`src/rtl/systolic_array_controller_if.sv`:
```
// Command/feed bundle between the job front end, the controller and the PE mesh.
// master drives the job request and mesh status; slave is the controller itself.
interface systolic_array_controller_if #(
    parameter int N  = 4,
    parameter int KW = 8,
    parameter int SW = KW + 4
);
    logic          start;
    logic [KW-1:0] cfg_k;
    logic          abort;
    logic          pe_stall;
    logic          corner_ready;
    logic          busy;
    logic          done;
    logic          feed_valid;
    logic [SW-1:0] feed_step;
    logic [N-1:0]  row_en;
    logic [N-1:0]  col_en;
    logic          acc_clr;

    modport master (
        output start, cfg_k, abort, pe_stall, corner_ready,
        input  busy, done, feed_valid, feed_step, row_en, col_en, acc_clr
    );

    modport slave (
        input  start, cfg_k, abort, pe_stall, corner_ready,
        output busy, done, feed_valid, feed_step, row_en, col_en, acc_clr
    );
endinterface

```
`src/rtl/systolic_array_controller.sv`:
```
// Sequences one matrix-multiply job on an N x N PE mesh: skewed row/column feed
// enables over K beats, stall handling, corner result counting and completion.
module systolic_array_controller #(
    parameter int N  = 4,
    parameter int KW = 8,
    parameter int SW = KW + 4
) (
    input logic                       clk,
    input logic                       n_rst,
    systolic_array_controller_if.slave bus
);

    typedef enum logic [1:0] {
        IDLE  = 2'd0,
        FEED  = 2'd1,
        DRAIN = 2'd2,
        DONE  = 2'd3
    } state_t;

    state_t        state_reg, state_next;
    logic [KW-1:0] k_reg, k_next;
    logic [SW-1:0] t_reg, t_next;
    logic [KW-1:0] cnt_reg, cnt_next;

    logic          busy;
    logic          accept;
    logic          feed_valid;
    logic [SW-1:0] last_step;
    logic [KW:0]   cnt_plus;
    logic          cnt_hit;
    logic [N-1:0]  en;

    assign busy       = (state_reg == FEED) || (state_reg == DRAIN);
    assign accept     = bus.start && !bus.abort;
    // Abort and stall both kill the issue in the same cycle they are seen.
    assign feed_valid = (state_reg == FEED) && !bus.abort && !bus.pe_stall;
    assign last_step  = SW'(k_reg) + SW'(N - 2);
    // Completion check sees the pulse arriving this cycle, not just the stored count.
    assign cnt_plus   = {1'b0, cnt_reg} + (KW + 1)'(bus.corner_ready);
    assign cnt_hit    = cnt_plus >= {1'b0, k_reg};

    always_ff @(posedge clk or negedge n_rst) begin
        if (!n_rst) begin
            state_reg <= IDLE;
            k_reg     <= '0;
            t_reg     <= '0;
            cnt_reg   <= '0;
        end else begin
            state_reg <= state_next;
            k_reg     <= k_next;
            t_reg     <= t_next;
            cnt_reg   <= cnt_next;
        end
    end

    always_comb begin
        state_next = state_reg;
        k_next     = k_reg;
        t_next     = t_reg;
        cnt_next   = cnt_reg;

        if (busy && bus.corner_ready && (cnt_reg != k_reg)) begin
            cnt_next = cnt_reg + KW'(1);
        end

        unique case (state_reg)
            IDLE: begin
                if (accept) begin
                    k_next     = bus.cfg_k;
                    t_next     = '0;
                    cnt_next   = '0;
                    state_next = (bus.cfg_k != '0) ? FEED : DONE;
                end
            end
            FEED: begin
                if (bus.abort) begin
                    state_next = IDLE;
                end else if (feed_valid) begin
                    // t stops at the last useful step so it never exceeds K+N-2.
                    if (t_reg == last_step) begin
                        state_next = DRAIN;
                    end else begin
                        t_next = t_reg + SW'(1);
                    end
                end
            end
            DRAIN: begin
                if (bus.abort) begin
                    state_next = IDLE;
                end else if (cnt_hit) begin
                    state_next = DONE;
                end
            end
            DONE: begin
                state_next = IDLE;
            end
            default: begin
                state_next = IDLE;
            end
        endcase
    end

    // Row/column r consumes operand element (t - r) while 0 <= t - r < K.
    genvar gi;
    generate
        for (gi = 0; gi < N; gi++) begin : g_en
            localparam logic [SW-1:0] ROW = SW'(gi);
            assign en[gi] = feed_valid && (t_reg >= ROW) && ((t_reg - ROW) < SW'(k_reg));
        end
    endgenerate

    assign bus.busy       = busy;
    assign bus.done       = (state_reg == DONE);
    assign bus.feed_valid = feed_valid;
    assign bus.feed_step  = t_reg;
    assign bus.row_en     = en;
    assign bus.col_en     = en;
    assign bus.acc_clr    = n_rst && (state_reg == IDLE) && accept;

endmodule

```
`src/flat_wrapper.sv`:
```
// flat-port wrapper written by rule: the top's interface ports become plain ports
module systolic_array_controller_flat 
#(
    parameter int N  = 4,
    parameter int KW = 8,
    parameter int SW = KW + 4
)
  (clk, n_rst, bus_start, bus_cfg_k, bus_abort, bus_pe_stall, bus_corner_ready, bus_busy, bus_done, bus_feed_valid, bus_feed_step, bus_row_en, bus_col_en, bus_acc_clr);
  systolic_array_controller_if #(.N(N), .KW(KW), .SW(SW)) bus_i ();
  input logic clk;
  input logic n_rst;
  input wire logic [$bits(bus_i.start)-1:0] bus_start;
  input wire logic [$bits(bus_i.cfg_k)-1:0] bus_cfg_k;
  input wire logic [$bits(bus_i.abort)-1:0] bus_abort;
  input wire logic [$bits(bus_i.pe_stall)-1:0] bus_pe_stall;
  input wire logic [$bits(bus_i.corner_ready)-1:0] bus_corner_ready;
  output wire logic [$bits(bus_i.busy)-1:0] bus_busy;
  output wire logic [$bits(bus_i.done)-1:0] bus_done;
  output wire logic [$bits(bus_i.feed_valid)-1:0] bus_feed_valid;
  output wire logic [$bits(bus_i.feed_step)-1:0] bus_feed_step;
  output wire logic [$bits(bus_i.row_en)-1:0] bus_row_en;
  output wire logic [$bits(bus_i.col_en)-1:0] bus_col_en;
  output wire logic [$bits(bus_i.acc_clr)-1:0] bus_acc_clr;
  assign bus_i.start = bus_start;
  assign bus_i.cfg_k = bus_cfg_k;
  assign bus_i.abort = bus_abort;
  assign bus_i.pe_stall = bus_pe_stall;
  assign bus_i.corner_ready = bus_corner_ready;
  assign bus_busy = bus_i.busy;
  assign bus_done = bus_i.done;
  assign bus_feed_valid = bus_i.feed_valid;
  assign bus_feed_step = bus_i.feed_step;
  assign bus_row_en = bus_i.row_en;
  assign bus_col_en = bus_i.col_en;
  assign bus_acc_clr = bus_i.acc_clr;
  systolic_array_controller #(.N(N), .KW(KW), .SW(SW)) u_core (.clk(clk), .n_rst(n_rst), .bus(bus_i));
endmodule
```
`config.mk`:
```
export PLATFORM = sky130hd
export DESIGN_NAME = systolic_array_controller_flat
export DESIGN_NICKNAME = d
export VERILOG_FILES = /design/src/rtl/systolic_array_controller_if.sv /design/src/rtl/systolic_array_controller.sv /design/src/flat_wrapper.sv
export SDC_FILE = /design/constraint.sdc
export NUM_CORES = 1
export LEC_CHECK = 0
export CORE_MARGIN = 1.5
export CORE_UTILIZATION = 50
export CTS_CLUSTER_SIZE = 16
export DETAILED_ROUTE_END_ITERATION = 12
export PLACE_DENSITY = 0.73
export SLEW_MARGIN = 10
export SYNTH_ARGS = -nofsm -noshare
export SYNTH_HDL_FRONTEND = slang
export SYNTH_SLANG_ARGS = --single-unit
```
`constraint.sdc`:
```
create_clock -name clk -period 2.4 [get_ports clk]
set_input_delay 0.24 -clock clk [delete_from_list [all_inputs] [get_ports clk]]
set_output_delay 0.24 -clock clk [all_outputs]
set_load 0.05 [all_outputs]
```
## Word-level counts from Yosys, hierarchy flattened

Cells that the tools add are included.

- Magnitude comparators: 9
- Reductions and logical operators: 24
- $mul: 0
- Shift-type cells: 0
- Add/sub/neg operators: 7
- Bitwise operators: 0
- Divide/modulo/power cells: 0
- Equality and inequality tests: 12
- Mux-type cells: 16

Operator list:

| cell | number |
|---|---|
| less-than comparator 12 x 8 -> 1 bit | 4 |
| 2-to-1 mux 12 bit | 4 |
| greater-or-equal comparator 12 x 1 -> 1 bit (second input constant) | 2 |
| greater-or-equal comparator 12 x 2 -> 1 bit (second input constant) | 2 |
| 2-to-1 mux 8 bit | 3 |
| one-hot mux 12 bit (2 select lines) | 1 |
| subtractor 12 x 2 -> 12 bit (second input constant) | 2 |
| logical AND 1 bit | 15 |
| 2-to-1 mux 2 bit | 7 |
| adder 12 x 1 -> 12 bit (second input constant) | 1 |
| == test 12 bit | 1 |
| subtractor 12 x 1 -> 12 bit (second input constant) | 1 |
| adder 8 x 1 -> 9 bit | 1 |
| adder 8 x 2 -> 9 bit (second input constant) | 1 |
| greater-or-equal comparator 9 x 8 -> 1 bit | 1 |
| adder 8 x 1 -> 8 bit (second input constant) | 1 |
| != test 8 bit | 1 |
| one-hot mux 2 bit (4 select lines) | 1 |
| nonzero test 8 bit | 1 |
| != test 3 x 2 -> 1 bit (second input constant) | 2 |
| AND reduction 5 bit | 1 |
| == test 2 bit (second input constant) | 2 |
| != test 2 x 1 -> 1 bit (second input constant) | 2 |
| != test 2 bit (second input constant) | 2 |
| other kinds (8) | 9 |

- Input port bits: 14
- Latch bits: 0
- Memories kept: 0
- Bits in read-only memories: 0
- Memory bits (writable): 0
- Output and inout bits: 24
- Register bits after elaboration: 30
- Logic and storage cells: 72

## Depth between registers and ports, before layout

Gate-level depths: netlist (run 1).

- Depth in word-level cells: 7
- Gate-level depth with buffers: 12
- Gate-level depth less buffers: 11

## Least setup slack after synthesis (run 1)

OpenSTA, ideal clock, no wires.

- Kind: register to output
- Start: reg u_core.t_reg[1] (netlist: u_core.bus.feed_step[1])
- End: out bus_row_en[1]
- Cell stages (with the launch flop): 12
- Arrival time: 3298 ps
- Data required time: 2160 ps
- Setup slack: -1138 ps
- Path through: dfrtp_1 > inv_1 > ha_1 > a21boi_0 > nand2_1 > xnor2_1 > ha_1 > a21oi_1 > o21ai_0 > a2111oi_0 > and3_1 > buf_4

- Longest elaborated chain between the ends: 3
- Elaborated cells on any way between the ends: 5
- Classes of those cells: add/sub: 1; order compare: 2; reduce/logical: 2

RTL lines:

| what | line | RTL |
|---|---|---|
| start, declared | systolic_array_controller.sv:22 | `logic [SW-1:0] t_reg, t_next;` |
| start signal, assigned | systolic_array_controller.sv:51 | `t_reg <= t_next;` |
| subtractor 12 x 1 -> 12 bit or greater-or-equal comparator 12 x 1 -> 1 bit (tied branches) | systolic_array_controller.sv:108 | `assign en[gi] = feed_valid && (t_reg >= ROW) && ((t_reg - ROW) < SW'(k_reg));` |
| less-than comparator 12 x 8 -> 1 bit or logical AND 1 bit (tied branches) | systolic_array_controller.sv:108 |  |
| logical AND 1 bit * | systolic_array_controller.sv:108 |  |
| end, declared | flat_wrapper.sv:21 | `output wire logic [$bits(bus_i.row_en)-1:0] bus_row_en;` |

Mark *: on every way between the ends. The rest lies on a longest branch, timed or not.

## Worst setup path after layout (run 1)

- Start: reg u_core.t_reg[4] (netlist: u_core.bus.feed_step[4])
- End: out bus_row_en[1]

Same word-level chain as after synthesis.

==> results.sh, run 1 <==
export IMPL_vias_per_cell=6.23
export IMPL_period_share_pct=131
export IMPL_synth_top_area_share_pct=21.4
export IMPL_r2r_setup_slack_ns=-0.31
export IMPL_fin_tns_setup_ns=-5.95
export IMPL_cts_root_buf="clkbuf_8"
export IMPL_core_area_um2=6790
export IMPL_yosys_area_top_type="dfrtp_1"
export IMPL_final_hold_viol_count=0
export IMPL_p_per_area_nw_per_um2=1170
export IMPL_power_frac_seq_pct=14.3
export IMPL_seq_area_um2=766
export IMPL_worst_path_buf_inv=2
export IMPL_syn_area_per_cell_um2=8.13
export IMPL_combPwrFrac_pct=78.3
export IMPL_crit_path_max_fanout=4
export IMPL_cp_end_kind="primary output"
export IMPL_cts_buffers=5
export IMPL_dieArea_um2=7530
export IMPL_critPathArrivalTime_ns=2.89
export IMPL_max_freq_mhz=319
export IMPL_rr_worst_depth=11
export IMPL_track_usage_pct=33.6
export IMPL_firstDrtPassIters=5
export IMPL_synth_main_ff_cell="dfrtp_1"
export IMPL_synth_async_reset_ratio_pct=100
export IMPL_drt_iter0_drc=367
export IMPL_drive_above_1_share_pct=35.8
export IMPL_grt_pass1_wl_um=19600
export IMPL_hp_class="primary input to asynchronous set/reset pin"
export IMPL_multi_input_area_um2=2970
export IMPL_clkPwrFrac_pct=7.4
export IMPL_slew_limit_headroom_pct=66.1
export IMPL_min_period_ns=3.13
export IMPL_setup_viol=21
export IMPL_antennaDiodeCount=0
export IMPL_wl_per_cell_um=20.6
export IMPL_die_height_um=86.8
export IMPL_yosysSeqAreaShare_pct=21.4
export IMPL_ctsLongestPathBuffers=2
export IMPL_rsz0062_at_grt="true"
export IMPL_initial_core_util_pct=51.7
export IMPL_worstPathCellList="or3_4, buf_4, nor2_4, xor2_2, ha_1, a21oi_2, o21ai_0, a2111oi_4, and3_4, buf_12"
export IMPL_antenna_found_initial=0
export IMPL_finalWirelength_um=13300
export IMPL_critPathRequiredTime_ns=2.16
export IMPL_dpl_hpwl_um=8460
export IMPL_yosys_register_bits=30
export IMPL_tightest_slew_ns=0.503
export IMPL_hold_buffers=0
export IMPL_violations="negative setup slack"
export IMPL_grt_pass1_vias=4051
export IMPL_synth_area_leaders="dfrtp_1 21%, ha_1 19%, xor2_1 6.7%, xnor2_1 4.7%, nand2_1 4.4%"
export IMPL_largest_reg_flops=12
export IMPL_cp_depth=10
export IMPL_outcome="complete, but fails checks"
export IMPL_slowest_delay_ns=0.42
export IMPL_synth_cells=432
export IMPL_io_buffers=37
export IMPL_p_sw_share_pct=49.7
export IMPL_netlist_area_um2=3510
export IMPL_cts_tree="yes"
export IMPL_slowest_stage="or3_4"
export IMPL_critPathTopFamily="simple AND/OR/NAND/NOR gates"
export IMPL_clock_skew_final_ns=0.00596
export IMPL_ant_nets=0
export IMPL_fillers=404
export IMPL_final_nets=616
export IMPL_vias=4027
export IMPL_drc=0
export IMPL_final_common_cell="buf_4"
export IMPL_synth_warnings=0
export IMPL_ir_drop_mv=0.713
export IMPL_io_pins=38
export IMPL_critPathKind="flop to primary output"
export IMPL_cap_violations=0
export IMPL_most_common_layout_cells="86 x buf_4, 44 x ha_1, 36 x nand2_1, 26 x xor2_1, 26 x clkdlybuf4s50_1"
export IMPL_die_w_um=86.8
export IMPL_final_util_pct=78.9
export IMPL_worstSkewPairLatency_ns=0.30
export IMPL_gp_congestion=0.928
export IMPL_grt_ovfl_total=0
export IMPL_p_leak_nw=2.38
export IMPL_grt_max_degree=31
export IMPL_clock_sinks=30
export IMPL_path_clk_slew_ns=0.07
export IMPL_cts_max_level=2
export IMPL_drv_slew=0
export IMPL_p_int_mw=3.14
export IMPL_rows=30
export IMPL_synth_enable_flop_cells=0
export IMPL_finalWorstSetupSlack_ns=-0.733
export IMPL_critPathLaunchType="flop"
export IMPL_synthesis_nets=499
export IMPL_netlist_cell_type_count=52
export IMPL_area_growth_pct=52.7
export IMPL_p_switching_mw=3.11
[metrics by stage]
stage	instance area (µm²)	power (mW)	hold slack (ns)	instances	setup WS, ns
2_1_floorplan	3680	3.26	-0.0556	432	-0.587
3_3_place_gp	4730	4.43	0.571	616	-0.319
3_5_place_dp	4730	4.63	0.593	616	-0.441
4_1_cts	5080	5.47	0.458	637	-0.621
5_1_grt	5360	6.60	0.478	646	-0.797
6_report	5360	6.25	0.452	646	-0.733
[cell families after synthesis]
group                    count (synthesis)  share of synthesized area, %
XOR/XNOR                                46                          11.5
multiplexers                             7                          2.10
AND/OR/NAND/NOR                        156                          23.5
buffers and inverters                   50                          5.95
adder cells (fa/ha/maj)                 53                          18.9
flip-flops                              30                          21.4
AO/OA/AOI/OAI                           90                          16.7
[cells in the mapped netlist, types with 4 or more instances]
library cell,number
dfrtp_1,30
nor3_1,11
and3_1,9
clkbuf_1,18
nand4_1,9
a21oi_1,26
o21a_1,6
a31oi_1,8
ha_1,53
nor4_1,7
nor2_1,27
nand2b_1,8
nand2_1,41
a41o_1,4
o21ai_0,20
xor2_1,27
xnor2_1,19
inv_1,23
mux2i_1,4
nand3_1,16
nor2b_1,8
buf_4,5
[layer usage]
layer / share of wire (%) / up-vias / track usage (%) / routed length (µm)
met5: 0 / - / 0 / 0
met4: 6.4 / 0 / 19.6 / 845
met3: 6.4 / 77 / 6.76 / 852
met2: 49 / 234 / 58.0 / 6550
met1: 38 / 1933 / 38.1 / 5060
li1: - / 1783 / - / -
[power by group through the flow]
stage	Combinational, mW	Clock (mW)	Sequential [mW]
global placement	3.57	0	0.858
detailed placement	3.76	0	0.870
global route	5.22	0.474	0.909
finish	4.89	0.462	0.895
CTS	4.15	0.454	0.869
floorplan	2.29	0	0.974
[repair_timing]
action | CTS | global route
buffers inserted | 13 | 9
setup endpoints to repair | 11 | 20
pin swaps | 23 | 21
cloned | 1 | 0
gates resized for setup | 33 | 43
[worst paths after layout]
| path | startpoint | end |
|---|---|---|
| setup reg to reg | u_core.bus.feed_step[1] | u_core.state_reg[0] |
| min in group clk | bus_cfg_k[6] | u_core.k_reg[6] |
| setup / recovery | u_core.bus.feed_step[4] | bus_row_en[1] |
| max in group asynchronous | n_rst | u_core.bus.feed_step[1] |
| hold / removal | n_rst | u_core.cnt_reg[0] |
| hold reg to reg | u_core.cnt_reg[4] | u_core.cnt_reg[4] |
[layout make-up]
cell class                      count  area share [%]
Sequential cell                    30            14.3
Tap cell                           96            2.24
Clock inverter                      2           0.233
Multi-Input combinational cell    352            55.3
Inverter                           23            1.82
Timing Repair Buffer              137            24.5
Clock buffer                        6            1.54
Power figures use the tool's default switching activity.
==> run 2, diff against run 1 <==
--- a/config.mk
+++ b/config.mk
@@ -5,6 +5,7 @@
 export SDC_FILE = /design/constraint.sdc
 export NUM_CORES = 1
 export LEC_CHECK = 0
+export CAP_MARGIN = 30
 export CORE_MARGIN = 1.5
 export CORE_UTILIZATION = 50
 export CTS_CLUSTER_SIZE = 16
==> results of run 2 <==
The final DEF is identical to that of run 1; final timing and power are the same.
==> run 3, diff against run 2 <==
--- a/config.mk
+++ b/config.mk
@@ -10,6 +10,7 @@
 export CORE_UTILIZATION = 50
 export CTS_CLUSTER_SIZE = 16
 export DETAILED_ROUTE_END_ITERATION = 12
+export HOLD_SLACK_MARGIN = 0.03
 export PLACE_DENSITY = 0.73
 export SLEW_MARGIN = 10
 export SYNTH_ARGS = -nofsm -noshare
==> results of run 3 <==
The final DEF is identical to that of run 1; final timing and power are the same.
